$ cat src/rtl/idecode_pkg.sv
// Shared pipeline constants: opcodes, control field widths and instruction bit positions.
// Every stage imports this package so field layouts stay consistent across the pipeline.
package idecode_pkg;

    localparam int WB_W = 2;
    localparam int M_W  = 3;
    localparam int EX_W = 4;

    localparam logic [5:0] OP_RTYPE = 6'h00;
    localparam logic [5:0] OP_LW    = 6'h23;
    localparam logic [5:0] OP_SW    = 6'h2B;
    localparam logic [5:0] OP_BEQ   = 6'h04;

    localparam int OPC_HI = 31;
    localparam int OPC_LO = 26;
    localparam int RS_HI  = 25;
    localparam int RS_LO  = 21;
    localparam int RT_HI  = 20;
    localparam int RT_LO  = 16;
    localparam int RD_HI  = 15;
    localparam int RD_LO  = 11;
    localparam int IMM_HI = 15;

    // Position of MemRead inside the {Branch, MemRead, MemWrite} field
    localparam int M_MEMREAD_BIT = 1;

    typedef struct packed {
        logic [WB_W-1:0] wb;
        logic [M_W-1:0]  m;
        logic [EX_W-1:0] ex;
    } ctrl_t;

    function automatic ctrl_t decode_ctrl(input logic [31:0] instr);
        ctrl_t c;
        c = '0;
        if (instr != 32'h0) begin
            unique case (instr[OPC_HI:OPC_LO])
                OP_RTYPE: c = '{wb: 2'b10, m: 3'b000, ex: 4'b1100};
                OP_LW:    c = '{wb: 2'b11, m: 3'b010, ex: 4'b0001};
                OP_SW:    c = '{wb: 2'b00, m: 3'b001, ex: 4'b0001};
                OP_BEQ:   c = '{wb: 2'b00, m: 3'b100, ex: 4'b0010};
                default:  c = '0;
            endcase
        end
        return c;
    endfunction

endpackage

$ cat src/rtl/idecode_regfile.sv
// 32x32 register file: two combinational read ports with write-to-read bypass,
// one synchronous write port; register 0 is hardwired to zero.
module regfile (
    input  logic        clk,
    input  logic        rst_n,
    input  logic        we_i,
    input  logic [4:0]  waddr_i,
    input  logic [31:0] wdata_i,
    input  logic [4:0]  raddr1_i,
    input  logic [4:0]  raddr2_i,
    output logic [31:0] rdata1_o,
    output logic [31:0] rdata2_o
);

    logic [31:0] regs_q [32];

    always_ff @(posedge clk or negedge rst_n) begin
        if (!rst_n) begin
            for (int i = 0; i < 32; i++) begin
                regs_q[i] <= '0;
            end
        end else if (we_i && (waddr_i != 5'd0)) begin
            regs_q[waddr_i] <= wdata_i;
        end
    end

    // A write landing this cycle is forwarded so decode never sees stale data
    always_comb begin
        rdata1_o = regs_q[raddr1_i];
        rdata2_o = regs_q[raddr2_i];
        if (we_i && (waddr_i == raddr1_i)) rdata1_o = wdata_i;
        if (we_i && (waddr_i == raddr2_i)) rdata2_o = wdata_i;
        if (raddr1_i == 5'd0) rdata1_o = '0;
        if (raddr2_i == 5'd0) rdata2_o = '0;
    end

endmodule

$ cat src/rtl/idecode.sv
// Instruction decode stage: control decode, register read, sign extension,
// load-use hazard detection and the ID/EX pipeline latch.
module idecode
    import idecode_pkg::*;
(
    input  logic        clk,
    input  logic        rst_n,
    input  logic [31:0] IF_ID_instr,
    input  logic [31:0] IF_ID_npc,
    input  logic        EX_MEM_PCSrc,
    input  logic        MEM_WB_RegWrite,
    input  logic [4:0]  MEM_WB_WriteReg,
    input  logic [31:0] MEM_WB_WriteData,
    output logic        ID_stall,
    output logic [1:0]  ID_EX_wb,
    output logic [2:0]  ID_EX_m,
    output logic [3:0]  ID_EX_ex,
    output logic [31:0] ID_EX_npc,
    output logic [31:0] ID_EX_readdat1,
    output logic [31:0] ID_EX_readdat2,
    output logic [31:0] ID_EX_sign_ext,
    output logic [4:0]  ID_EX_rt,
    output logic [4:0]  ID_EX_rd
);

    logic [4:0]  rs, rt, rd;
    logic [31:0] rdat1, rdat2, sext;
    ctrl_t       ctrl_dec, ctrl_d, ctrl_q;
    logic [31:0] npc_q, rdat1_q, rdat2_q, sext_q;
    logic [4:0]  rt_q, rd_q;

    assign rs   = IF_ID_instr[RS_HI:RS_LO];
    assign rt   = IF_ID_instr[RT_HI:RT_LO];
    assign rd   = IF_ID_instr[RD_HI:RD_LO];
    assign sext = {{16{IF_ID_instr[IMM_HI]}}, IF_ID_instr[IMM_HI:0]};

    regfile u_regfile (
        .clk      (clk),
        .rst_n    (rst_n),
        .we_i     (MEM_WB_RegWrite),
        .waddr_i  (MEM_WB_WriteReg),
        .wdata_i  (MEM_WB_WriteData),
        .raddr1_i (rs),
        .raddr2_i (rt),
        .rdata1_o (rdat1),
        .rdata2_o (rdat2)
    );

    // Load in EX whose destination is a source here must wait one cycle
    assign ID_stall = ctrl_q.m[M_MEMREAD_BIT] && (rt_q != 5'd0) &&
                      ((rt_q == rs) || (rt_q == rt));

    assign ctrl_dec = decode_ctrl(IF_ID_instr);

    always_comb begin
        ctrl_d = ctrl_dec;
        if (ID_stall || EX_MEM_PCSrc) ctrl_d = '0;
    end

    always_ff @(posedge clk or negedge rst_n) begin
        if (!rst_n) begin
            ctrl_q  <= '0;
            npc_q   <= '0;
            rdat1_q <= '0;
            rdat2_q <= '0;
            sext_q  <= '0;
            rt_q    <= '0;
            rd_q    <= '0;
        end else begin
            ctrl_q  <= ctrl_d;
            npc_q   <= IF_ID_npc;
            rdat1_q <= rdat1;
            rdat2_q <= rdat2;
            sext_q  <= sext;
            rt_q    <= rt;
            rd_q    <= rd;
        end
    end

    assign ID_EX_wb       = ctrl_q.wb;
    assign ID_EX_m        = ctrl_q.m;
    assign ID_EX_ex       = ctrl_q.ex;
    assign ID_EX_npc      = npc_q;
    assign ID_EX_readdat1 = rdat1_q;
    assign ID_EX_readdat2 = rdat2_q;
    assign ID_EX_sign_ext = sext_q;
    assign ID_EX_rt       = rt_q;
    assign ID_EX_rd       = rd_q;

endmodule

$ cat config.mk
export PLATFORM = sky130hd
export DESIGN_NAME = idecode
export DESIGN_NICKNAME = d
export VERILOG_FILES = /design/src/rtl/idecode_pkg.sv /design/src/rtl/idecode_regfile.sv /design/src/rtl/idecode.sv
export SDC_FILE = /design/constraint.sdc
export NUM_CORES = 2
export LEC_CHECK = 0
export CAP_MARGIN = 20
export CORE_MARGIN = 4
export CORE_UTILIZATION = 25
export CTS_BUF_LIST = sky130_fd_sc_hd__clkbuf_8
export DETAILED_ROUTE_END_ITERATION = 12
export HOLD_SLACK_MARGIN = 0.1
export MAX_ROUTING_LAYER = met4
export PLACE_DENSITY = 0.38
export SLEW_MARGIN = 40
export SYNTH_ARGS = -nofsm -noshare
export SYNTH_HDL_FRONTEND = slang
export SYNTH_SLANG_ARGS = --single-unit
$ cat constraint.sdc
create_clock -name clk -period 3 [get_ports clk]
set_input_delay 0.6 -clock clk [delete_from_list [all_inputs] [get_ports clk]]
set_output_delay 0.6 -clock clk [all_outputs]
set_load 0.01 [all_outputs]
### After elaboration in Yosys (flattened, before gate mapping)

Index checks and enable logic that the tools add are counted.

| word-level totals | value |
|---|---|
| register bits after elaboration | 1155 |
| input bits | 105 |
| output and inout bits | 148 |
| logic and storage cells | 85 |

| operators by class | value |
|---|---|
| $lt $le $gt $ge | 4 |
| equality and inequality tests | 7 |
| mux-type cells | 16 |
| bitwise operators | 3 |
| reductions and logical operators | 14 |

Operators with widths:

| cell | number |
|---|---|
| $bwmux 1024 | 1 |
| $bmux 32 s5 | 2 |
| $mux 32 | 9 |
| $demux 32 s5 | 1 |
| $pmux 9 s4 | 1 |
| $reduce_bool 32->1 | 1 |
| $eq 5x5->1 | 4 |
| $ge 6x6->1 const B | 3 |
| $mux 9 | 2 |
| $not 5->6 | 3 |
| $eq 6x6->1 const B | 2 |
| $logic_not 5->1 | 2 |
| $reduce_bool 5->1 | 2 |
| $eq 6x3->1 const B | 1 |
| $logic_and 1x1->1 | 6 |
| $logic_not 6->1 | 1 |
| $lt 6x1->1 const B | 1 |
| $logic_or 1x1->1 | 2 |

### Logic depth before layout (Yosys ltp)

| depth | value |
|---|---|
| depth after elaboration | 6 |
| gate-level depth with buffers | 9 |
| depth with buffers taken out | 5 |

### Hierarchy

From an unflattened synthesis, not the netlist that was laid out.

| unflattened totals | value |
|---|---|
| cells, all modules | 4060 |
| area, all modules | 58553.7 sq um |

By module, submodules not included:

| module | times used | cells each | area each (sq um) | seq. area each (sq um) |
|---|---|---|---|---|
| regfile | 1 | 3872 | 55007.8 | 25624.6 |
| idecode | 1 | 188 | 3545.9 | 3078.0 |

### Worst setup path before layout

Ideal clock, no wire load.

| timing path | value |
|---|---|
| path type | input -> register |
| start | input IF_ID_instr[21] |
| end | register rdat1_q[12] (netlist: ID_EX_readdat1[12]) |
| library setup time | 120 ps |
| data arrival time | 2325 ps |
| required time | 2880 ps |
| path slack | 555 ps |
| cell stages on the path | 7 |
| buffers on the path | 3 |
| path through | buf_2 > buf_2 > buf_2 > mux4_2 > a221oi_1 > nand4_1 > o211a_1 |

| on the way | value |
|---|---|
| cells in the longest elaborated chain, start to end | 6 |

RTL lines:

| what | line | RTL |
|---|---|---|
| start: declaration | idecode.sv:8 | `input logic [31:0] IF_ID_instr,` |
| $not 5->6 (not written as such) | idecode_regfile.sv:29 | `rdata1_o = regs_q[raddr1_i];` |
| $bmux 32 s5 | idecode_regfile.sv:29 |  |
| $mux 32 (not written as such) (2 in a row) | idecode_regfile.sv:29 |  |
| $mux 32 | idecode_regfile.sv:31 | `if (we_i && (waddr_i == raddr1_i)) rdata1_o = wdata_i;` |
| $mux 32 (*) | idecode_regfile.sv:33 | `if (raddr1_i == 5'd0) rdata1_o = '0;` |
| via rdat1[12] | idecode.sv:27 | `logic [31:0] rdat1, rdat2, sext;` |
| end signal: assignment | idecode.sv:72 | `rdat1_q <= rdat1;` |
| end: declaration | idecode.sv:29 | `logic [31:0] npc_q, rdat1_q, rdat2_q, sext_q;` |

Mark *: on every way through the listed nets, which the timed path passes. The rest lies on a longest branch. The select of a mux whose other input is x is not followed.
A chain may end at the register's enable or synchronous reset.

### Final worst setup path

| timing path | value |
|---|---|
| start | register rt_q[2] (netlist: ID_EX_rt[2]) |
| end | output ID_stall |

| on the way | value |
|---|---|
| cells in the longest elaborated chain, start to end | 3 |

RTL lines:

| what | line | RTL |
|---|---|---|
| start: declaration | idecode.sv:30 | `logic [4:0] rt_q, rd_q;` |
| start signal: assignment | idecode.sv:75 | `rt_q <= rt;` |
| $eq 5x5->1 or $reduce_bool 5->1 (tied branches) | idecode.sv:51, idecode.sv:50 |  |
| $logic_or 1x1->1 or $logic_and 1x1->1 (tied branches) | idecode.sv:51, idecode.sv:50 |  |
| $logic_and 1x1->1 (*) | idecode.sv:50 | `assign ID_stall = ctrl_q.m[M_MEMREAD_BIT] && (rt_q != 5'd0) &&` |
| end: declaration | idecode.sv:14 | `output logic ID_stall,` |

Mark *: on every way between the ends. The rest lies on a longest branch, timed or not.

==> results.json <==
{
  "placement.io_buffers": 252,
  "yosys_register_bits": 1147,
  "outcome": "finished with violations",
  "number_of_antenna_violations_at_the_first_check_in_global_routing": 10,
  "drt-met1-wl_mm": 111,
  "synthArstFlopShare_pct": 100,
  "report.final.hold_viol_count": 0,
  "ys_seq_area_share_pct": 49.5,
  "violations": "negative setup slack",
  "worst-setup-path-type": "reg2out",
  "route.vias.total": 38600,
  "clk-insertion-delay-late_ns": 0.99,
  "core-area_um2": 230000,
  "cts.htree.levels": 4,
  "min_delay_path_depth": 3,
  "startpoint_type": "register",
  "slew-limit-headroom_pct": 44.4,
  "dpl-instance-area_um2": 68200,
  "numPlacedInstances": 7115,
  "rsz0062_at_grt": "yes",
  "grt_first_pass_wirelength_mm": 343,
  "min_to": "ID_EX_rt[0]",
  "finalClockSkew_ns": 0.0639,
  "synthesis.area_um2": 58000,
  "grt_overflow_total": 0,
  "cts-root-to-sink-buffers": 3,
  "post-route-drc-count": 0,
  "route.top_layer_used": "met4",
  "syn_avg_cell_area_um2": 15.2,
  "rr_worst_depth": 5,
  "r2r-start": "u_regfile.regs_q[279]",
  "final-setup-viol-count": 1,
  "timing.critical_path.to_type": "primary output",
  "power.static_leakage_nw": 31.6,
  "drive_gt1_share_pct": 51.7,
  "power.ir.vdd_worst_v": 0.000445,
  "fmaxAchievable_mhz": 312,
  "num-nets-final": 4475,
  "clk_pin_slew_worst_paths_ns": 0.06,
  "rows": 176,
  "final_min_period_over_clock_period_pct": 107,
  "cts_tree": "yes",
  "endpoint_of_the_worst_slack_reg_to_reg_timing_path": "ID_EX_readdat2[23]",
  "met2_length_mm": 121,
  "ioPinCount": 253,
  "cap_violations": 0,
  "routed-wl-met3_mm": 8.53,
  "worst_setup_margin_ns": -0.202,
  "fillerInstances": 22800,
  "area_growth_syn_to_layout_pct": 26.8,
  "post_synth_num_cell_types": 58,
  "syn_nets": 3925,
  "total_wirelength_of_the_detailed_routed_design_mm": 246,
  "register_area_um2": 28700,
  "grt_max_degree": 103,
  "cts.root.buffer_cell": "clkbuf_8",
  "worst_ep_required_ns": 2.40,
  "timing.hold.worst.start": "IF_ID_instr[16]",
  "floorplan.die.height_um": 490,
  "synthCells": 3820,
  "yosysWarnings": 0,
  "fin_crit_ns": 3.20,
  "cts_made_buffers": 223,
  "design_area_um2": 73500,
  "hp_class": "in2reg",
  "cts.sinks": 1147,
  "start_util_pct": 25.2,
  "number_of_global_route_vias_before_repair": 40700,
  "design.die.area_um2": 240000,
  "avgRoutedWirePerCell_um": 32.4,
  "path_max_fanout": 4,
  "timing.final.max_slew_violations": 0,
  "worst_ep_arrival_time_ns": 2.60,
  "synth_ff_type": "dfrtp_1",
  "areal_power_density_over_the_cells_nw_per_um2": 636,
  "drt_pass1_iterations": 5,
  "synth-edff-count": 0,
  "dp.final_hpwl_mm": 167,
  "fin_tns_setup_ns": -0.202,
  "chipWidth_um": 490,
  "reg2reg_setup_slack_ns": 0.77,
  "worst_pin_slew_ns": 0.832,
  "viasPerCell": 5.08,
  "grt_usage_pct": 21.0,
  "combined_area_of_the_multi_input_logic_cells_um2": 27600,
  "final_cell_count_no_fill": 7583,
  "detail_route.iter0.violations": 2472,
  "globalplace.congestion": 0.794,
  "route.antenna.remaining_nets": 0
}
## worst max-delay path, cell delays in order (launching register included)
cell	delay (ns)
dfrtp_2	0.44
or4_4	0.63
o21a_1	0.24
and2_4	0.17
buf_6	0.12
## power by group
part / total (W) / switching (W) / internal [W]
combinational: 0.00981 / 0.00408 / 0.00573
clock: 0.0165 / 0.00755 / 0.00896
sequential: 0.0205 / 0.00214 / 0.0183
total: 0.0468 / 0.0138 / 0.0330
## state kept, by name, indices dropped and copies added (netlist names), 2 cells and up
| signal | flops |
|---|---|
| ID_EX_readdat2 | 32 |
| ID_EX_sign_ext | 11 |
| ID_EX_m | 2 |
| ID_EX_npc | 32 |
| ID_EX_rd | 5 |
| ID_EX_readdat1 | 32 |
| ID_EX_ex | 3 |
| ID_EX_rt | 5 |
| u_regfile.regs_q | 1024 |
## cell families (layout without fill, tap and decap cells)
| kind of cell | Yosys count | in the layout | share of synthesized area (%) |
|---|---|---|---|
| other | 0 | 6 | 0 |
| multiplexers | 1609 | 1609 | 40.1 |
| flip-flops | 1147 | 1147 | 49.5 |
| buffers and inverters | 445 | 1176 | 3.46 |
| AND/OR/NAND/NOR | 241 | 241 | 2.03 |
| XOR/XNOR | 20 | 20 | 0.302 |
| AO/OA/AOI/OAI | 358 | 358 | 4.62 |
## area by class of cell
cell class                      count  area share [%]
Inverter                            2          0.0136
Tap cell                         3026            5.15
Multi-Input combinational cell   2228            37.6
Clock inverter                    119           0.999
Antenna cell                        6          0.0204
Timing Repair Buffer              768            11.8
Clock buffer                      287            5.37
Sequential cell                  1147            39.1
## how the worst max path moves through the flow
stage | from | end | slack, ns
floorplan | IF_ID_instr[21] | ID_EX_readdat1[12] | 0.55
global route | ID_EX_rt[2] | ID_stall | -0.34
global placement | IF_ID_instr[25] | ID_stall | -0.91
finish | ID_EX_rt[2] | ID_stall | -0.20
CTS | ID_EX_rt[2] | ID_stall | -0.36
detailed placement | IF_ID_instr[25] | ID_stall | -0.55
## what timing repair did
item / in CTS / in global routing
setup buffers: 1 / 0
pin swaps: 1 / 2
gates resized for setup: 14 / 3
endpoints found under the hold margin: 672 / 2
hold buffers: 55 / 1
setup endpoints to repair: 4 / 1
## routing by layer
layer,global-route usage [%],vias to the layer above
li1,-,15900
met1,27.8,21300
met4,5.11,0
met5,-,-
met2,34.3,998
met3,2.48,291
## metrics by stage
step                      power (W)  util (%)  worst slack [ns]  hold slack [ns]
after detailed placement     0.0305      29.6            -0.546            0.378
after global placement       0.0304      29.6            -0.910            0.376
final                        0.0468      31.9            -0.202            0.289
after CTS                    0.0475      31.9            -0.357            0.154
after floorplan              0.0261         -             0.555            0.304
after global routing         0.0491      31.9            -0.340            0.216
## synthesized netlist by cell type (all sizes together) (9+ instances only)
cell,n,area share [%]
nand2,80,0.52
a221o,11,0.19
o22ai,72,0.78
buf,212,2.0
nand3,9,0.078
o221a,10,0.19
a221oi,21,0.32
nor4,9,0.097
nor3,12,0.10
dfrtp,1147,49
mux2,1014,20
a32oi,18,0.27
a22oi,77,1.0
o211ai,16,0.21
a21oi,28,0.24
clkbuf,231,1.5
a32o,21,0.36
mux2i,126,2.2
mux4,469,18
xnor2,20,0.30
nor2,60,0.39
nand4,12,0.13
o21ai,32,0.28
## cell usage in the layout (no fill, tap or decap), drive strengths merged, types with 7 or more instances in the layout
| cell | instances |
|---|---|
| a221o | 11 |
| nand3b | 7 |
| nand2 | 80 |
| nor2b | 8 |
| mux2i | 126 |
| o211ai | 16 |
| a32o | 21 |
| o21ai | 32 |
| nor4 | 9 |
| clkdlybuf4s50 | 241 |
| a21oi | 28 |
| clkbuf | 287 |
| nor2 | 60 |
| o221a | 10 |
| o22ai | 72 |
| nand3 | 9 |
| xnor2 | 20 |
| mux2 | 1014 |
| inv | 95 |
| mux4 | 469 |
| nor3 | 12 |
| a32oi | 18 |
| nand4 | 12 |
| o22a | 8 |
| dfrtp | 1147 |
| or2 | 7 |
| clkinv | 20 |
| buf | 471 |
| a221oi | 21 |
| nor3b | 8 |
| dlygate4sd3 | 56 |
| a22oi | 77 |
| a22o | 8 |
Power figures use the tool's default switching activity.
